### src/rtl/fft_frame_scheduler.sv
// Two-source round-robin frame scheduler feeding an Avalon-ST FFT sink.
// A granted source streams exactly FRAME_LEN real samples; the imaginary part is tied to zero.
module fft_frame_scheduler #(
    parameter int FRAME_LEN = 8192,
    parameter int CNT_W     = 13
) (
    input  logic        clk,
    input  logic        reset,
    input  logic        src0_req,
    input  logic        src1_req,
    output logic        src0_grant,
    output logic        src1_grant,
    input  logic [15:0] src0_data,
    input  logic [15:0] src1_data,
    input  logic        src0_valid,
    input  logic        src1_valid,
    output logic        src0_ready,
    output logic        src1_ready,
    input  logic        sink_ready,
    output logic [15:0] sink_real,
    output logic [15:0] sink_imag,
    output logic        sink_valid,
    output logic        sink_sop,
    output logic        sink_eop,
    output logic        active_ch,
    output logic        frame_done,
    output logic [15:0] frames_sent
);

    typedef enum logic [1:0] {IDLE, GRANT, STREAM, DONE} state_t;

    localparam logic [CNT_W-1:0] LAST = CNT_W'(FRAME_LEN - 1);

    state_t           state_q, state_d;
    logic [CNT_W-1:0] cnt_q, cnt_d;
    logic             last_ch_q, last_ch_d;
    logic             active_q, active_d;
    logic [15:0]      frames_q, frames_d;

    logic streaming;
    logic xfer;

    always_ff @(posedge clk or posedge reset) begin
        if (reset) begin
            state_q   <= IDLE;
            cnt_q     <= '0;
            last_ch_q <= 1'b1;   // channel 0 wins the first tie
            active_q  <= 1'b0;
            frames_q  <= '0;
        end else begin
            state_q   <= state_d;
            cnt_q     <= cnt_d;
            last_ch_q <= last_ch_d;
            active_q  <= active_d;
            frames_q  <= frames_d;
        end
    end

    // Datapath muxing is purely combinational from the registered state.
    always_comb begin
        streaming  = (state_q == STREAM);
        sink_valid = streaming && (active_q ? src1_valid : src0_valid);
        xfer       = sink_valid && sink_ready;
        sink_real  = streaming ? (active_q ? src1_data : src0_data) : 16'h0000;
        sink_imag  = 16'h0000;
        src0_ready = streaming && !active_q && sink_ready;
        src1_ready = streaming &&  active_q && sink_ready;
        src0_grant = ((state_q == GRANT) || streaming) && !active_q;
        src1_grant = ((state_q == GRANT) || streaming) &&  active_q;
        sink_sop   = streaming && (cnt_q == '0);
        sink_eop   = streaming && (cnt_q == LAST);
        frame_done = (state_q == DONE);
        active_ch  = active_q;
        frames_sent = frames_q;
    end

    always_comb begin
        state_d   = state_q;
        cnt_d     = cnt_q;
        last_ch_d = last_ch_q;
        active_d  = active_q;
        frames_d  = frames_q;
        case (state_q)
            IDLE: begin
                if (src0_req && src1_req) begin
                    active_d = ~last_ch_q;
                    state_d  = GRANT;
                end else if (src0_req) begin
                    active_d = 1'b0;
                    state_d  = GRANT;
                end else if (src1_req) begin
                    active_d = 1'b1;
                    state_d  = GRANT;
                end
            end
            GRANT: begin
                cnt_d   = '0;
                state_d = STREAM;
            end
            STREAM: begin
                // Requests are ignored here; the frame always runs to its eop transfer.
                if (xfer) begin
                    if (cnt_q == LAST) state_d = DONE;
                    else               cnt_d   = cnt_q + CNT_W'(1);
                end
            end
            DONE: begin
                last_ch_d = active_q;
                frames_d  = frames_q + 16'd1;
                state_d   = IDLE;
            end
            default: state_d = IDLE;
        endcase
    end

endmodule

### config.mk
export PLATFORM = sky130hd
export DESIGN_NAME = fft_frame_scheduler
export DESIGN_NICKNAME = d
export VERILOG_FILES = /design/src/rtl/fft_frame_scheduler.sv
export SDC_FILE = /design/constraint.sdc
export NUM_CORES = 1
export LEC_CHECK = 0
export CAP_MARGIN = 20
export CELL_PAD_IN_SITES_DETAIL_PLACEMENT = 1
export CELL_PAD_IN_SITES_GLOBAL_PLACEMENT = 2
export CORE_MARGIN = 5
export CORE_UTILIZATION = 26
export CTS_CLUSTER_SIZE = 12
export DETAILED_ROUTE_END_ITERATION = 16
export PLACE_DENSITY = 0.93
export RECOVER_POWER = 50
export REMOVE_ABC_BUFFERS = 1
export SYNTH_ARGS = -nofsm -noshare
export SYNTH_HDL_FRONTEND = slang
export SYNTH_SLANG_ARGS = --single-unit
### constraint.sdc
create_clock -name clk -period 2.85 [get_ports clk]
set_input_delay 0.4275 -clock clk [delete_from_list [all_inputs] [get_ports clk]]
set_output_delay 0.4275 -clock clk [all_outputs]
set_load 0.02 [all_outputs]
==> impl_metrics.json <==
{
  "route.vias.total": 1992,
  "critical_path_required_ns": 2.42,
  "fmax_mhz": 364,
  "die_y_um": 102,
  "rows": 33,
  "fin_ws_ns": 0.101,
  "status": "complete, but fails checks",
  "cts_resized": 0,
  "clockRootBuffer": "clkbuf_8",
  "power_density_mw_per_mm2": 372,
  "cp.arrival_ns": 2.32,
  "cts_buffer_depth": 2,
  "initial_utilization": 0.267,
  "dp_slack_ns": 0.394,
  "r2r-end": "cnt_q[7]",
  "ant_nets": 0,
  "relSlewSlack": -0.223,
  "synth.area.top_cells": "dfrtp_1 (37%), mux2i_1 (7.8%), buf_4 (6.2%)",
  "startpoint": "cnt_q[0]",
  "place.port_buffers": 79,
  "postCtsHoldBufs": 0,
  "drc": 0,
  "diodes": 0,
  "pwr-share-seq": 0.469,
  "total_power_w": 0.00116,
  "cts.sinks": 33,
  "critical_path.endpoint_type": "output pin",
  "hp-class": "reg2reg",
  "leakage_nw": 1.31,
  "rr_startpoint": "state_q[0]",
  "worst_setup_path_start_kind": "register",
  "dp_hpwl_mm": 4.80,
  "routed_wl_mm": 6.22,
  "final_cell_mix": "clkdlybuf4s50_1 (74), dfrtp_1 (32), nor2_1 (27)",
  "grt_pass1_wl_mm": 10.4,
  "avgSynthCellArea_sq_um": 9.32,
  "rsz0062_at_grt": "false",
  "wire_per_inst_um": 14.9,
  "synth_top_cell_area_share": 0.367,
  "dieArea_sq_mm": 0.0103,
  "power_frac_clock": 0.318,
  "antenna_found_initial": 0,
  "cts_buffers": 5,
  "drtPass1Iterations": 4,
  "yosysTopAreaCell": "dfrtp_1",
  "drive_gt1_frac": 0.0671,
  "switching_share": 0.300,
  "path_class": "reg2out",
  "cts_tree": "done",
  "pin_count": 96,
  "ys_seq_area_frac": 0.379,
  "switchingPower_w": 0.000346,
  "drt_iter0_drc": 49,
  "htree_levels": 2,
  "synth_edf_count": 0,
  "clkLatencyLatePin_ns": 0.28,
  "critPathMaxFanout": 6,
  "grt-ovfl-total": 0,
  "grt.total_usage": 0.126,
  "cap_violations": 1,
  "crit_path_end": "sink_eop",
  "grt_pass1_vias": 2176,
  "synth-seq-cells": 33,
  "drt-vias-per-instance": 4.77,
  "min_period_over_period": 0.965,
  "finalSetupViolCount": 0,
  "grt_max_degree": 34,
  "fin_hold_ws_ns": 0.468,
  "core_area_sq_mm": 0.00818,
  "tns_ns": 0,
  "mostFrequentLayoutCell": "clkdlybuf4s50_1",
  "synth_cells": 234,
  "fin_skew_ns": 0.00796,
  "syn-cell-area_sq_mm": 0.00218,
  "place_congestion": 0.774,
  "area_delta_synth_final_pct": 42.7,
  "finalHoldViolCount": 0,
  "synth_ff_type": "dfrtp_1",
  "violations": "capacitance limit, slew limit",
  "synth_cell_types": 45,
  "worstMarginPinSlew_ns": 1.83,
  "power.internal_w": 0.000810,
  "fin_crit_ns": 2.75,
  "regToRegSetupSlack_ns": 0.72,
  "async_flop_share": 1.00,
  "pwr-share-comb": 0.213,
  "clk_pin_slew_ns": 0.07,
  "worst-r2r-cell-count": 7,
  "cts_setup_buffers": 0,
  "ir_worst_vdd_v": 0.000155,
  "drv_slew": 34,
  "nNetsFinal": 358,
  "die_w_um": 102,
  "yosys_warnings": 0
}
## cell usage after synthesis (2+ instances only)
library cell	count
and2_1	3
o41ai_1	2
buf_4	18
nand4_2	2
buf_2	7
clkbuf_1	3
nor4_1	3
xor2_1	8
mux2_2	2
nand2b_1	3
mux2i_1	17
xnor2_1	7
a31oi_1	2
dfrtp_1	32
nand4_1	7
nor2_1	27
nand3_1	7
nand2_1	13
and4_1	5
ha_1	7
nor3_1	5
and3_1	4
o31ai_1	11
a21oi_1	5
inv_1	8
a41oi_1	2
o21ai_1	6
## flip-flops by register name (all words and copies together), names as in the netlist
name         cells
active_ch        1
frames_sent     16
last_ch_q        1
state_q          2
cnt_q           13
## logic make-up (layout without fill, tap and decap cells)
logic type / Yosys count / count (layout) / synth area share
AOI/OAI and AO/OA: 35 / 35 / 0.112
xor gates and xnor gates: 15 / 15 / 0.0602
adders and majority gates: 7 / 7 / 0.0402
buffers and inverters: 38 / 102 / 0.100
DFF: 33 / 33 / 0.379
muxes: 20 / 20 / 0.0935
other: 1 / 16 / 0.00172
and+or+nand+nor: 85 / 85 / 0.212
## routing by layer
layer	up-vias	track usage	routed length, um	share of wire
met2	73	0.206	2930	0.47
met3	6	0.0530	567	0.091
met5	-	0	0	0
met1	958	0.149	2640	0.42
met4	0	0.0399	80	0.013
li1	955	-	-	-
## power groups by stage
stage          Clock [W]  Sequential, W  Combinational [W]
4_1_cts         0.000383       0.000541           0.000249
2_1_floorplan          0       0.000538           0.000136
3_5_place_dp           0       0.000551           0.000247
3_3_place_gp           0       0.000547           0.000240
6_report        0.000368       0.000542           0.000246
5_1_grt         0.000399       0.000549           0.000270
## final cells by class
cell class / count / area, sq um
fillers: 947 / 5060
multi-input cells: 178 / 1190
repair buffers: 85 / 832
flip-flops and latches: 33 / 827
well taps: 105 / 131
clock buffers: 7 / 86.3
inverters: 9 / 33.8
clock inverters: 1 / 7.51
## metrics by stage
step	cells	util	area (sq um)
6_report	418	0.381	3110
5_1_grt	418	0.381	3110
4_1_cts	418	0.381	3110
3_5_place_dp	410	0.369	3020
3_3_place_gp	410	0.369	3020
2_1_floorplan	220	-	2050
## critical path, cell delays in order, from the launching register on
cell	delay, ns
dfrtp_1	0.44
ha_1	0.27
nand4_2	0.21
nor4_1	0.43
clkdlybuf4s50_1	0.68
## worst min path at each step
stage,start,end,slack [ns],cells past startpoint
after floorplan,cnt_q[10],cnt_q[10],0.49,1
after global placement,frames_sent[15],frames_sent[15],0.46,1
after detailed placement,frames_sent[15],frames_sent[15],0.46,1
after CTS,frames_sent[15],frames_sent[15],0.47,1
after global routing,frames_sent[15],frames_sent[15],0.50,1
final,frames_sent[15],frames_sent[15],0.47,1
(Power assumes the default switching activity.)
